===== src/rtl/bit_serializer.sv =====
// ---------------------------------------------------------------------------
// bit_serializer
//   Byte FIFO followed by a parallel-to-serial shifter. Bytes are accepted
//   with a valid/ready handshake, queued, and emitted one bit per clock on
//   ser_out. Back-to-back bytes are emitted with no gap cycle.
//
// Parameters
//   DEPTH      number of FIFO byte entries (power of two, >= 2)
//   MSB_FIRST  1: bit 7 is emitted first, 0: bit 0 is emitted first
//
// Ports
//   clk        clock, all state updates on the rising edge
//   rstn       synchronous active-low reset
//   s_valid    upstream byte valid
//   s_data     upstream byte
//   s_ready    FIFO can accept a byte this cycle (combinational)
//   ser_out    serial bit stream, 0 whenever ser_valid is 0
//   ser_valid  ser_out carries a payload bit this cycle
//   busy       FIFO non-empty or a byte in flight (combinational)
//   byte_cnt   number of bytes fully serialized, wraps at 2^16
// ---------------------------------------------------------------------------
module bit_serializer #(
    parameter int DEPTH     = 4,
    parameter bit MSB_FIRST = 1'b1
) (
    input  logic        clk,
    input  logic        rstn,
    input  logic        s_valid,
    input  logic [7:0]  s_data,
    output logic        s_ready,
    output logic        ser_out,
    output logic        ser_valid,
    output logic        busy,
    output logic [15:0] byte_cnt
);

    localparam int AW = $clog2(DEPTH);
    localparam int CW = AW + 1;
    localparam logic [CW-1:0] DEPTH_C = CW'(DEPTH);

    typedef enum logic {IDLE, SHIFT} state_t;

    logic [7:0]    mem [DEPTH];
    logic [AW-1:0] wr_ptr;
    logic [AW-1:0] rd_ptr;
    logic [CW-1:0] count;

    state_t        state;
    logic [2:0]    bit_idx;
    logic [7:0]    shreg;

    logic          push;
    logic          pop;
    logic          byte_done;
    logic [7:0]    head;
    logic          load_bit;
    logic [7:0]    load_rest;
    logic          next_bit;
    logic [7:0]    next_rest;

    // Held high during reset so upstream never sees a stall there; the push
    // itself is still gated by rstn so those bytes are dropped.
    assign s_ready = !rstn || (count < DEPTH_C);
    assign push    = rstn && s_valid && s_ready;
    assign busy    = (count != '0) || ser_valid;

    // bit_idx wraps 7 -> 0 after the 8th bit, so SHIFT with index 0 marks
    // the edge that retires the byte in flight.
    assign byte_done = (state == SHIFT) && (bit_idx == 3'd0);

    // The pop uses the pre-edge count, so a byte pushed into an empty FIFO
    // on this edge is not visible to it.
    assign pop  = (count != '0) && ((state == IDLE) || byte_done);
    assign head = mem[rd_ptr];

    // Bit selection for a freshly loaded byte and for the running shifter.
    // The remaining bits are kept pre-shifted so the next bit is always at
    // a fixed position.
    always_comb begin
        load_bit  = 1'b0;
        load_rest = 8'h00;
        next_bit  = 1'b0;
        next_rest = 8'h00;
        if (MSB_FIRST) begin
            load_bit  = head[7];
            load_rest = {head[6:0], 1'b0};
            next_bit  = shreg[7];
            next_rest = {shreg[6:0], 1'b0};
        end else begin
            load_bit  = head[0];
            load_rest = {1'b0, head[7:1]};
            next_bit  = shreg[0];
            next_rest = {1'b0, shreg[7:1]};
        end
    end

    // FIFO storage carries no reset; validity is tracked by count.
    always_ff @(posedge clk) begin
        if (push)
            mem[wr_ptr] <= s_data;
    end

    always_ff @(posedge clk) begin
        if (!rstn) begin
            wr_ptr    <= '0;
            rd_ptr    <= '0;
            count     <= '0;
            state     <= IDLE;
            bit_idx   <= 3'd0;
            shreg     <= 8'h00;
            ser_out   <= 1'b0;
            ser_valid <= 1'b0;
            byte_cnt  <= 16'd0;
        end else begin
            if (push)
                wr_ptr <= wr_ptr + 1'b1;
            if (pop)
                rd_ptr <= rd_ptr + 1'b1;

            case ({push, pop})
                2'b10:   count <= count + 1'b1;
                2'b01:   count <= count - 1'b1;
                default: count <= count;
            endcase

            case (state)
                IDLE: begin
                    if (pop) begin
                        ser_out   <= load_bit;
                        ser_valid <= 1'b1;
                        shreg     <= load_rest;
                        bit_idx   <= 3'd1;
                        state     <= SHIFT;
                    end
                end
                SHIFT: begin
                    if (!byte_done) begin
                        ser_out <= next_bit;
                        shreg   <= next_rest;
                        bit_idx <= bit_idx + 3'd1;
                    end else begin
                        byte_cnt <= byte_cnt + 16'd1;
                        if (pop) begin
                            ser_out   <= load_bit;
                            ser_valid <= 1'b1;
                            shreg     <= load_rest;
                            bit_idx   <= 3'd1;
                        end else begin
                            ser_out   <= 1'b0;
                            ser_valid <= 1'b0;
                            shreg     <= 8'h00;
                            state     <= IDLE;
                        end
                    end
                end
                default: state <= IDLE;
            endcase
        end
    end

endmodule


===== config.mk =====
export PLATFORM = sky130hd
export DESIGN_NAME = bit_serializer
export DESIGN_NICKNAME = d
export VERILOG_FILES = /design/src/rtl/bit_serializer.sv
export SDC_FILE = /design/constraint.sdc
export NUM_CORES = 1
export LEC_CHECK = 0
export ABC_AREA = 0
export BUFFER_PORTS_ARGS = -buffer_cell sky130_fd_sc_hd__buf_4
export CAP_MARGIN = 5
export CORE_AREA = 2 2 74 76
export CTS_CLUSTER_SIZE = 12
export DETAILED_ROUTE_END_ITERATION = 8
export DIE_AREA = 0 0 76 78
export PLACE_DENSITY = 0.79
export REMOVE_ABC_BUFFERS = 1
export SLEW_MARGIN = 20
export SYNTH_ARGS = -nofsm -noshare
export SYNTH_HDL_FRONTEND = slang
export SYNTH_SLANG_ARGS = --single-unit
export TNS_END_PERCENT = 5

===== constraint.sdc =====
create_clock -name clk -period 3.6 [get_ports clk]
set_input_delay 0.54 -clock clk [delete_from_list [all_inputs] [get_ports clk]]
set_output_delay 0.54 -clock clk [all_outputs]
set_load 0.02 [all_outputs]

==> results.cfg, run 1 <==
[synthesis]
synth_flop_cell = dfxtp_1
syn_avg_cell_area_um2 = 12.2
synth_area_leader_cell = edfxtp_1
ys_types = 42
synth_area_leaders = edfxtp_1 (32%), dfxtp_1 (26%), mux4_2 (6.1%)
synth-edff-count = 32
synthCells = 242
synth_area_um2 = 2960
synth_warnings = 0
async_flop_share_pct = 0
ys_seq_area_share_pct = 58.1
synth_top_area_share_pct = 32.4
synth_seq_cells = 70
ys_top_cells_by_count = dfxtp_1 (38), edfxtp_1 (32), nor2_1 (30), a21oi_1 (15), inv_1 (15)
yosysMostFrequentCell = dfxtp_1

[clocking]
cts_resized = 0
numCtsBuffers = 9
clock_path_buffers = 2
htreeDepth = 3
hold_buffers = 0
cts_num_sinks = 70
clk_latency_ns = 0.34
cts-root-buf = clkbuf_8
tritoncts = built
clkTransAtPathRegs_ns = 0.07
cts_setup_buffers = 0

[pwr]
seqPwrFrac_pct = 43.8
power_density_nw_per_um2 = 711
p_leak_nw = 1.31
power.total_mw = 2.45
p_comb_share_pct = 28.7
p_sw_share_pct = 31.9
pwr-share-clk_pct = 27.5
intPower_mw = 1.67
ir_drop_mv = 0.376
power.switching_uw = 781

[setup_path]
worst_setup_path_end_kind = register
r2r_end = count[2]$_SDFFE_PN0P_
startpoint = bit_idx[0]$_SDFF_PN0_
rr_startpoint = bit_idx[0]$_SDFF_PN0_
worstPathArrival_ns = 2.81
r2r_cells = 11
criticalPathCategory = reg2reg
crit_required_ns = 3.85
r2r_setup_slack_ns = 1.04
critical_path.max_fanout = 11
cp-start-kind = register
endpoint = count[2]$_SDFFE_PN0P_

[run_status]
status = complete, no violations

[grt]
grt_max_degree = 26
grt_pass1_vias = 1827
gr-total-overflow = 0
grt_use_total_pct = 18.7
grt_pass1_wl_mm = 8.50
antenna_found_initial = 0

[sta]
finalSetupViolCount = 0
drv_slew = 0
period_needed_ns = 2.56
finalSetupTns_ns = 0
period_share_pct = 71.1
max_slew_margin_pct = 51.6
whs_ns = 0.394
worst_pin_slew_ns = 0.721
worst_clock_skew_ns = 0.00791
rsz0062_at_grt = no
hold_violations = 0
fmax_ghz = 0.391

[final_layout]
seq_area_um2 = 1720
nets = 295
nFillCells = 368
area_delta_synth_final_pct = 16.2
multi_input_area_um2 = 1120
antennaDiodeCount = 0
drive_gt1_share_pct = 22.5

[drt]
drtAntennaViolNets = 0
drtIter0Drc = 84
drt_pass1_iterations = 5
drt_wl_total_mm = 5.11
wire_per_inst_um = 14.6
drc = 0
via_per_inst = 5.51
vias = 1927

[place]
port-buffer-count = 30
hpwl_mm = 3.54
place.gp.congestion = 0.760

[floorplanning]
ios = 31
num_rows = 26
die_w_um = 76
dieHeight_um = 78
dieArea_um2 = 5930
start_util_pct = 58.7
core_um2 = 5040

[min_path]
hold_class = in2reg

[job]
maxCapViolCount = 0
[layout make-up]
cell class	count	share of cell area, %
timing repair buffer	32	6.98
sequential	70	50.0
inverter	16	1.74
multi-input combinational	146	32.7
clock buffer	12	3.93
clock inverter	4	2.11
tap	70	2.54
[worst min-delay path by stage]
stage | start | end | slack (ns) | depth (start not counted)
after floorplan | shreg[5]$_SDFFE_PN0P_ | shreg[5]$_SDFFE_PN0P_ | 0.47 | 2
final | s_data[6] | mem[3][6]$_DFFE_PP_ | 0.39 | 1
after detailed placement | shreg[2]$_SDFFE_PN0P_ | shreg[2]$_SDFFE_PN0P_ | 0.49 | 2
after CTS | s_data[5] | mem[2][5]$_DFFE_PP_ | 0.38 | 1
after global placement | shreg[6]$_SDFFE_PN0P_ | shreg[6]$_SDFFE_PN0P_ | 0.48 | 2
after global routing | s_data[5] | mem[1][5]$_DFFE_PP_ | 0.39 | 1
[per-stage QoR]
step           instances  instance area (µm²)  setup slack (ns)  util, %
4_1_cts              350                 3440              1.03     68.3
3_5_place_dp         334                 3230              1.09     64.1
3_3_place_gp         334                 3230              1.20     64.1
2_1_floorplan        232                 2910             0.971        -
5_1_grt              350                 3440             0.861     68.3
6_report             350                 3440              1.04     68.3
[flip-flops by register name, indices dropped and copies added (netlist names), named ones only]
name,cells
bit_idx,3
byte_cnt,16
count,3
mem,32
rd_ptr,2
ser_out,1
ser_valid,1
shreg,7
state,1
wr_ptr,2
[cells in the final DEF (no fill, tap or decap), types with 2 or more instances in the layout]
cell type,Yosys,routed
a21o_1,2,2
a21oi_1,15,15
a222oi_1,5,5
a22oi_1,2,2
and3_1,4,4
buf_4,0,32
bufinv_16,0,2
clkbuf_1,6,3
clkbuf_8,0,9
dfxtp_1,38,38
edfxtp_1,32,32
ha_1,8,8
inv_1,15,15
mux2i_1,2,2
mux4_2,8,8
nand2_1,10,10
nand2b_1,3,3
nand3_1,5,5
nand4_1,2,2
nor2_1,30,30
nor2b_1,2,2
nor3_1,4,4
nor4_2,2,2
o21ai_0,8,8
or3_1,5,5
xnor2_1,10,10
xor2_1,4,4
[per-layer routing]
metal / share of wire (%) / wire [µm] / vias to the layer above / global-route usage [%]
li1: - / - / 935 / -
met1: 43 / 2190 / 944 / 21.5
met2: 51 / 2620 / 40 / 31.4
met3: 4.0 / 203 / 8 / 5.93
met4: 1.8 / 93 / 0 / 9.82
met5: 0 / 0 / - / 0
[worst max-delay path: stages, from the launching register on]
cell and delay, ns:
dfxtp_1 0.33, inv_1 0.07, ha_1 0.29, nand2b_1 0.14
a21oi_1 0.18, buf_4 0.20, ha_1 0.20, inv_1 0.07
fa_1 0.38, xor2_1 0.18, or3_1 0.31, a21oi_1 0.13
[logic make-up after synthesis]
group	count (synthesis)	share of synthesized area, %
buffers and inverters	26	3.89
adders and majority gates	9	4.06
xor gates and xnor gates	14	4.14
and+or+nand+nor	77	15.3
muxes	10	6.76
DFF	70	58.1
AOI/OAI and AO/OA	36	7.69
[power by group through the flow]
stage,Sequential (mW),Combinational (mW),Clock (mW)
floorplan,1.08,0.503,0
global placement,1.09,0.666,0
detailed placement,1.09,0.704,0
CTS,1.07,0.710,0.683
global route,1.09,0.786,0.711
finish,1.07,0.703,0.672
Note: power is estimated with default switching activity, not from simulation.
==> run 2, diff against run 1 <==
--- a/config.mk
+++ b/config.mk
@@ -8,11 +8,11 @@
 export ABC_AREA = 0
 export BUFFER_PORTS_ARGS = -buffer_cell sky130_fd_sc_hd__buf_4
 export CAP_MARGIN = 5
-export CORE_AREA = 2 2 74 76
+export CORE_AREA = 2 2 79 81
 export CTS_CLUSTER_SIZE = 12
 export DETAILED_ROUTE_END_ITERATION = 8
-export DIE_AREA = 0 0 76 78
-export PLACE_DENSITY = 0.79
+export DIE_AREA = 0 0 81 83
+export PLACE_DENSITY = 0.73
 export REMOVE_ABC_BUFFERS = 1
 export SLEW_MARGIN = 20
 export SYNTH_ARGS = -nofsm -noshare
==> constraint.sdc (replaced) <==
create_clock -name clk -period 2.1 [get_ports clk]
set_input_delay 0.315 -clock clk [delete_from_list [all_inputs] [get_ports clk]]
set_output_delay 0.315 -clock clk [all_outputs]
set_load 0.02 [all_outputs]
==> run 2 against run 1 <==
  * Worst hold slack worse by 0.23 ns
  * Register-to-register slack worse by 0.96 ns
  * Critical path depth fell by 1
  * Utilization decreased by 6.5 points
  * Combinational power up 110%
  * Cell count grew 4.9%
  * Final area increased by 4.4%
  * Global-route usage is 0.92 points lower
  * Non-clock buffer count grew 12
  * Sequential share of layout area decreased by 2.0 points
  * Clock skew is 0.0013 ns lower
  * Die area increased by 13%
  * Critical endpoint unchanged
  * Largest cell class unchanged
  * Highest routed layer unchanged
==> results.cfg, run 2 (same netlist as run 1, synthesis figures left out) <==
[grt]
grt_pass1_wl_mm = 9.07
antenna_found_initial = 0
gr-total-overflow = 0
grt_pass1_vias = 1939
grt_use_total_pct = 17.8
grt_max_degree = 14

[floorplanning]
start_util_pct = 50.9
core_um2 = 5820
num_rows = 28
die_w_um = 81
dieArea_um2 = 6720
dieHeight_um = 83
ios = 31

[setup_path]
r2r_end = count[2]$_SDFFE_PN0P_
crit_required_ns = 2.37
max_stage_delay_ns = 0.33
crit_path_cell_trace = inv_2, ha_4, nand2b_4, a21oi_4, ha_2, inv_1, fa_2, xor2_1, or3_1, a21oi_1
r2r_setup_slack_ns = 0.08
r2r_cells = 10
cp-start-kind = register
criticalPathCategory = reg2reg
rr_startpoint = bit_idx[1]$_SDFF_PN0_
worst_setup_path_end_kind = register
worstPathArrival_ns = 2.29
critical_path.max_fanout = 2
critPathSlowestCell = dfxtp_2

[final_layout]
mostFrequentLayoutCell = buf_4
seq_area_um2 = 1720
nets = 307
largest_reg_flops = 32
antennaDiodeCount = 0
area_delta_synth_final_pct = 21.3
multi_input_area_um2 = 1160
stdcell_area_um2 = 3590
largest-register = mem
nFillCells = 497
largestRegisters = mem (32), byte_cnt (16), shreg (7)
final_cell_mix = buf_4 (44), dfxtp_1 (36), edfxtp_1 (32), nor2_1 (30), a21oi_1 (14)
drive_gt1_share_pct = 29.5

[place]
hpwl_mm = 3.74
post-place-ws_ns = -0.0510
place.gp.congestion = 0.788
detailed_place.area_um2 = 3310
port-buffer-count = 30

[clocking]
htreeDepth = 3
cts_num_sinks = 70
clkTransAtPathRegs_ns = 0.08
numCtsBuffers = 9
cts-root-buf = clkbuf_8
tritoncts = built
clock_path_buffers = 2
clk_latency_ns = 0.35

[drt]
wire_per_inst_um = 14.7
drtIter0Drc = 100
drt_wl_total_mm = 5.39
via_per_inst = 5.29
dr.max_layer_used = met4
drc = 0
wl_met2_mm = 2.56
dr_wl_met3_um = 211
vias = 1940
drtAntennaViolNets = 0
m1WireLength_mm = 2.46
drt_pass1_iterations = 4

[pwr]
p_leak_nw = 1.38
ir_drop_mv = 0.756
power_density_nw_per_um2 = 1250

[job]
maxCapViolCount = 0

[sta]
period_share_pct = 96.1
setup_slack_ns = 0.0829
rsz0062_at_grt = no
max_slew_margin_pct = 71.0
hold_violations = 0
worst_pin_slew_ns = 0.432
finalSetupViolCount = 0
drv_slew = 0
worst_clock_skew_ns = 0.00662
fmax_ghz = 0.496
finalSetupTns_ns = 0
period_needed_ns = 2.02

[min_path]
min_from = s_data[1]
hold_class = in2reg
holdPathEnd = mem[2][1]$_DFFE_PP_
whs_path_depth = 1

[run_status]
status = complete, no violations
run 2: cell types whose count changed in the layout (fill, tap and decap cells not counted), sizes merged:
cell      previous run  this run
clkinv               2         4
buf                 32        44
inv                 15        16
clkinvlp             1         0
clkbuf              12        10
run 2: final cells by class:
cell class              instances  area share, %
multi-input cells             146           32.3
inverters                      16           1.67
clock buffers                  10           3.55
clock inverters                 6           2.65
well taps                      75           2.61
flip-flops and latches         70           48.0
repair buffers                 44           9.20
run 2: per-stage QoR:
| stage | total power, mW | util (%) | std cells | hold slack (ns) |
|---|---|---|---|---|
| global route | 4.78 | 61.8 | 367 | 0.151 |
| detailed placement | 3.19 | 56.9 | 348 | 0.495 |
| floorplan | 2.72 | - | 232 | 0.414 |
| global placement | 3.13 | 56.9 | 348 | 0.478 |
| finish | 4.51 | 61.8 | 367 | 0.164 |
| CTS | 4.44 | 61.0 | 365 | 0.148 |
run 2: repair_timing:
action	4_1_cts	5_1_grt
buffers inserted	1	2
hold buffers	0	0
gates resized for setup	4	7
pin swaps	3	4
setup endpoints to repair	1	1
run 2: worst max path at each step:
stage / endpoint / slack, ns / from / cells after the start
6_report: count[2]$_SDFFE_PN0P_ / 0.08 / bit_idx[1]$_SDFF_PN0_ / 10
5_1_grt: count[2]$_SDFFE_PN0P_ / 0.01 / bit_idx[1]$_SDFF_PN0_ / 10
4_1_cts: count[2]$_SDFFE_PN0P_ / 0.003 / bit_idx[0]$_SDFF_PN0_ / 10
3_5_place_dp: count[2]$_SDFFE_PN0P_ / -0.05 / bit_idx[0]$_SDFF_PN0_ / 10
3_3_place_gp: count[2]$_SDFFE_PN0P_ / 0.02 / bit_idx[0]$_SDFF_PN0_ / 10
2_1_floorplan: count[2]$_SDFFE_PN0P_ / -0.53 / bit_idx[0]$_SDFF_PN0_ / 10
run 2: per-layer routing:
layer,vias up,track usage (%)
li1,965,-
met1,921,23.1
met2,42,26.7
met3,12,4.02
met4,0,10.8
met5,-,0
run 2: worst max-delay path: cells and delay by family, from the launching register on:
family	cells	cell delay (ns)
adders and majority gates	3	0.67
xor gates and xnor gates	1	0.17
buffers and inverters	2	0.12
AOI/OAI and AO/OA	2	0.29
DFF	1	0.33
and+or+nand+nor	2	0.37
run 2: power by group:
group,leakage (nW),switching [mW],total [mW],internal [mW]
Sequential,0.601,0.173,1.80,1.63
Combinational,0.666,0.768,1.50,0.728
Clock,0.111,0.527,1.21,0.679
Total,1.38,1.47,4.51,3.04
